**src/rtl/frb_pulse_injector.sv**
```systemverilog
// Injects one dispersed pulse into a channel-serial spectrum stream using a per-channel delay table.
// Optional INJECT_SATURATE_EN: saturate the in-pulse addition instead of wrapping.
module frb_pulse_injector #(
  parameter int unsigned N_CHANNELS  = 64,
  parameter int unsigned DIN_WIDTH   = 32,
  parameter int unsigned DELAY_WIDTH = 10,
  parameter int unsigned PULSE_LEN   = 4
) (
  input  logic                          clk,
  input  logic                          rst,
  input  logic [DIN_WIDTH-1:0]          din,
  input  logic                          din_valid,
  input  logic                          trigger,
  input  logic [DIN_WIDTH-1:0]          amplitude,
  input  logic                          dly_we,
  input  logic [$clog2(N_CHANNELS)-1:0] dly_addr,
  input  logic [DELAY_WIDTH-1:0]        dly_data,
  output logic [DIN_WIDTH-1:0]          dout,
  output logic                          dout_valid,
  output logic                          busy,
  output logic                          done
);

  localparam int unsigned CW = $clog2(N_CHANNELS);
  localparam int unsigned TW = DELAY_WIDTH + $clog2(PULSE_LEN) + 1;
  localparam logic [TW-1:0] T_LAST  = TW'((2 ** DELAY_WIDTH) + PULSE_LEN - 2);
  localparam logic [CW-1:0] CH_LAST = CW'(N_CHANNELS - 1);

  typedef enum logic [1:0] {StIdle, StArmed, StInject} state_e;

  state_e                 state_q, state_d;
  logic [CW-1:0]          ch_q;
  logic [DELAY_WIDTH-1:0] dly_mem [N_CHANNELS];
  logic [DELAY_WIDTH-1:0] dly_rd_q;
  logic [TW-1:0]          t_q;
  logic [DIN_WIDTH-1:0]   amp_q;

  logic                   s1_valid, s1_inj, s1_last;
  logic [DIN_WIDTH-1:0]   s1_din;
  logic [TW-1:0]          s1_t;

  logic [DIN_WIDTH-1:0]   dout_q;
  logic                   dout_valid_q, done_q;

  logic ch_first, ch_last;
  logic amp_load, start_inj, in_inj, t_step, last_sample;

  assign ch_first = (ch_q == '0);
  assign ch_last  = (ch_q == CH_LAST);

  // FSM: state register
  always_ff @(posedge clk or posedge rst) begin
    if (rst) state_q <= StIdle;
    else     state_q <= state_d;
  end

  // FSM: next state
  always_comb begin
    state_d = state_q;
    unique case (state_q)
      StIdle:   if (trigger)     state_d = StArmed;
      StArmed:  if (start_inj)   state_d = StInject;
      StInject: if (last_sample) state_d = StIdle;
      default:                   state_d = StIdle;
    endcase
  end

  // FSM: decoded outputs
  always_comb begin
    busy        = (state_q != StIdle);
    amp_load    = (state_q == StIdle) && trigger;
    start_inj   = (state_q == StArmed) && din_valid && ch_first;
    in_inj      = din_valid && ((state_q == StInject) || start_inj);
    t_step      = (state_q == StInject) && din_valid && ch_last;
    last_sample = t_step && (t_q == T_LAST);
  end

  always_ff @(posedge clk or posedge rst) begin
    if (rst) begin
      ch_q  <= '0;
      t_q   <= '0;
      amp_q <= '0;
    end else begin
      if (din_valid) ch_q <= ch_last ? '0 : ch_q + 1'b1;
      if (start_inj)                  t_q <= '0;
      else if (t_step && !last_sample) t_q <= t_q + 1'b1;
      if (amp_load) amp_q <= amplitude;
    end
  end

  // Read-before-write: a same-cycle write to the read address returns the old delay.
  always_ff @(posedge clk) begin
    if (dly_we) dly_mem[dly_addr] <= dly_data;
    dly_rd_q <= dly_mem[ch_q];
  end

  // Stage 1 aligns each sample with its registered delay read.
  always_ff @(posedge clk or posedge rst) begin
    if (rst) begin
      s1_valid <= 1'b0;
      s1_inj   <= 1'b0;
      s1_last  <= 1'b0;
      s1_din   <= '0;
      s1_t     <= '0;
    end else begin
      s1_valid <= din_valid;
      s1_inj   <= in_inj;
      s1_last  <= last_sample;
      s1_din   <= din;
      s1_t     <= start_inj ? '0 : t_q;
    end
  end

  logic [TW-1:0]        dly_ext;
  logic                 hit;
  logic [DIN_WIDTH-1:0] inj_val;

`ifdef INJECT_SATURATE_EN
  logic [DIN_WIDTH:0] sum_full;
  always_comb begin
    sum_full = {1'b0, s1_din} + {1'b0, amp_q};
    inj_val  = sum_full[DIN_WIDTH] ? '1 : sum_full[DIN_WIDTH-1:0];
  end
`else
  assign inj_val = s1_din + amp_q;
`endif

  // TW is sized so delay + PULSE_LEN never overflows.
  always_comb begin
    dly_ext = {{(TW - DELAY_WIDTH){1'b0}}, dly_rd_q};
    hit     = s1_inj && (s1_t >= dly_ext) && (s1_t < dly_ext + TW'(PULSE_LEN));
  end

  always_ff @(posedge clk or posedge rst) begin
    if (rst) begin
      dout_q       <= '0;
      dout_valid_q <= 1'b0;
      done_q       <= 1'b0;
    end else begin
      dout_q       <= hit ? inj_val : s1_din;
      dout_valid_q <= s1_valid;
      done_q       <= s1_last;
    end
  end

  assign dout       = dout_q;
  assign dout_valid = dout_valid_q;
  assign done       = done_q;

endmodule

```
**config.mk**
```make
export PLATFORM = sky130hd
export DESIGN_NAME = frb_pulse_injector
export DESIGN_NICKNAME = d
export VERILOG_FILES = /design/src/rtl/frb_pulse_injector.sv
export SDC_FILE = /design/constraint.sdc
export NUM_CORES = 1
export LEC_CHECK = 0
export BUFFER_PORTS_ARGS = -buffer_cell sky130_fd_sc_hd__buf_2
export CAP_MARGIN = 20
export CORE_MARGIN = 8
export CORE_UTILIZATION = 65
export DETAILED_ROUTE_END_ITERATION = 6
export PLACE_DENSITY = 0.83
export SYNTH_ARGS = -nofsm -noshare
export SYNTH_HDL_FRONTEND = slang
export SYNTH_SLANG_ARGS = --single-unit
```
**constraint.sdc**
```tcl
create_clock -name clk -period 7.55 [get_ports clk]
set_clock_uncertainty 0.15 [all_clocks]
set_input_delay 0.755 -clock clk [delete_from_list [all_inputs] [get_ports clk]]
set_output_delay 0.755 -clock clk [all_outputs]
set_load 0.01 [all_outputs]
```
==> results.toml <==
[pwr]
p_sw_w = 0.00372
pwr-share-clk = 0.305
vdd_drop_max_mv = 0.375
seqPwrFrac = 0.406
p_int_w = 0.00881
swShare = 0.297
p_leak_nw = 12.5
total_power_w = 0.0125
p_per_area_nw_per_um2 = 349
power_frac_comb = 0.289

[synth]
ys_ff_latch = 785
syn_inst = 1671
yosys.area.top_type_share = 0.605
synth_common_cells = "edfxtp_1 (640), mux4_2 (210), dfrtp_1 (135)"
synth_top_family_by_area = "multiplexers"
synth-xor-area-share = 0.0124
synth_edf_count = 640
async_reset_ff_frac = 0.172
synthTopCellsByArea = "edfxtp_1 (61%), mux4_2 (15%), dfrtp_1 (11%)"
synth_fa_ha_area_frac = 0.0223
synth_area_leader_cell = "edfxtp_1"
synth_ff_type = "edfxtp_1"
syn-num-nets = 1812
synth_compound_area_frac = 0.0315
synth_area_per_cell_um2 = 19.0
synthMuxAreaShare = 0.161
ys_types = 55
synth-simple-area-share = 0.0409
synth_area_um2 = 31800
synth.most_common_cell = "edfxtp_1"
yosysWarnings = 0
yosysSeqAreaShare = 0.718

[drt]
drc = 0
num_vias = 17304
drtPass1Iterations = 5
viasPerCell = 6.83
wl_per_cell_um = 30.6
drt_iter0_drc = 2340
antenna_left = 0
routed_wl_mm = 77.6

[clocking]
insertion_delay_ns = 0.62
cts.sinks = 785
cts-hold-fix-buffers = 0
clockBufferDepth = 3
cts_htree_levels = 3
post_cts_resize_count = 0
post_cts_buffers = 0
cts_buffers = 76
cts_root_buf = "clkbuf_16"
cts_tree = "built"
clk_pin_slew_ns = 0.06

[sta]
drv_slew = 0
hold_ws_ns = 0.0464
grt_setup_unrepaired = "no"
final.min_clock_period_ns = 3.49
setup_viol = 0
clock.fmax_mhz = 287
maxSlewHeadroom = 0.256
hold_violations = 0
setup_tns_ns = 0
worst_slew_pin_slew_ns = 1.11
fin_crit_sh = 0.462

[layout]
areaGrowthSynthToFinish_pct = 13.1
drive_gt1_frac = 0.286
nNetsFinal = 1994
diodes = 0

[placed_design]
portBuffers = 119
place_hpwl_mm = 43.5
gp_congestion = 0.926

[critical_path]
startpoint_type = "flip-flop"
critical_path_class = "flip-flop to flip-flop"
arrival_ns = 3.81
worstPathRequired_ns = 7.87
end_kind = "flip-flop"
crit_fanout = 116

[outcome]
status = "finished clean"

[hold_path]
hold_class = "input pin to async pin"

[global_route]
grt_pass1_wl_mm = 114
track_usage = 0.276
grt_pass1_vias = 17748
grt_max_degree = 120
grt_overflow = 0
met2_usage = 0.469
busiest_layer = "met2"
use_met1 = 0.344
grt_antenna_before_repair = 1
use_met3 = 0.0642

[die]
ios = 120
rows = 81
core_area_um2 = 48500
start_util = 0.654
fp.dieH_um = 237
die_w_um = 237
die_area_um2 = 56200

[job]
maxCapViolCount = 0
==> metrics by stage <==
stage	instances	utilization	instance area [µm²]	setup WS [ns]
after global routing	2532	0.740	35900	3.91
after floorplan	1671	-	31800	3.03
after detailed placement	2387	0.685	33200	4.12
after global placement	2383	0.684	33200	4.11
after CTS	2522	0.736	35700	4.09
final	2532	0.740	35900	4.06
==> worst paths after layout <==
kind	from	endpoint	slack [ns]	cells past startpoint
max in group asynchronous	rst	amp_q[6]$_DFFE_PP0P_	5.92	3
min in group clk	din[24]	s1_din[24]$_DFF_PP0_	0.09	1
max reg2reg	ch_q[1]$_DFFE_PP0P_	dly_rd_q[5]$_DFF_P_	4.06	4
min reg2reg	s1_last$_DFF_PP0_	done$_DFF_PP0_	0.19	0
max	ch_q[1]$_DFFE_PP0P_	dly_rd_q[5]$_DFF_P_	4.06	4
min	rst	amp_q[30]$_DFFE_PP0P_	0.05	2
==> area by class of cell <==
class	instances	area, µm²
inverter	28	110
timing repair buffer	180	1220
sequential	785	22800
clock inverter	42	445
multi-input combinational	782	8530
clock buffer	93	2020
fill	2606	12600
tap	622	778
==> cell families (layout without fill, tap and decap cells) <==
group,count (synthesis),after routing
DFF,785,785
xor gates and xnor gates,45,45
muxes,245,245
buffers and inverters,104,343
and+or+nand+nor,276,276
adders and majority gates,56,56
AOI/OAI and AO/OA,160,160
==> cell usage in the layout (no fill, tap or decap), types with 7 or more instances in the layout <==
cell       count
edfxtp_1     640
mux4_2       210
dfrtp_1      131
buf_2        119
nor2_1        97
clkbuf_16     77
nand2_1       72
ha_1          55
o21ai_0       49
buf_4         45
a21oi_1       41
mux2_2        35
inv_1         27
xnor2_1       26
xor2_1        19
a21o_1        18
nand3_1       17
nand4_1       15
clkinv_2      14
and2_1        13
clkbuf_1      13
clkinv_1      12
buf_12        12
nor3_1        11
nor2b_1       10
dfxtp_1       10
o21bai_1       9
a31oi_1        8
bufinv_16      8
or3_1          7
a211oi_1       7
==> routing by layer <==
| layer | share of wire | up-vias | routed length, µm |
|---|---|---|---|
| li1 | - | 7064 | - |
| met3 | 0.097 | 235 | 7530 |
| met4 | 0.041 | 2 | 3200 |
| met2 | 0.51 | 1205 | 39500 |
| met1 | 0.35 | 8798 | 27400 |
| met5 | 0.00015 | - | 12 |
==> sequential cells by signal, summed over array words and instances, names as in the netlist, 2 cells and up <==
| signal | count |
|---|---|
| state_q | 2 |
| dly_rd_q | 10 |
| ch_q | 6 |
| dly_mem | 640 |
| dout | 32 |
| s1_din | 32 |
| amp_q | 32 |
| t_q | 13 |
| s1_t | 13 |
==> critical path, cell delays in order, from the launching register on <==
cell and delay, ns:
dfrtp_4 0.88, buf_12 0.52, mux4_2 0.43, mux4_2 0.57, mux4_2 0.57
==> power by group through the flow <==
stage / Sequential (W) / Clock, W / Combinational, W
2_1_floorplan: 0.00504 / 0 / 0.00268
3_3_place_gp: 0.00517 / 0 / 0.00344
3_5_place_dp: 0.00517 / 0 / 0.00354
4_1_cts: 0.00509 / 0.00384 / 0.00360
5_1_grt: 0.00511 / 0.00399 / 0.00385
6_report: 0.00508 / 0.00382 / 0.00363
(Power assumes the default switching activity.)
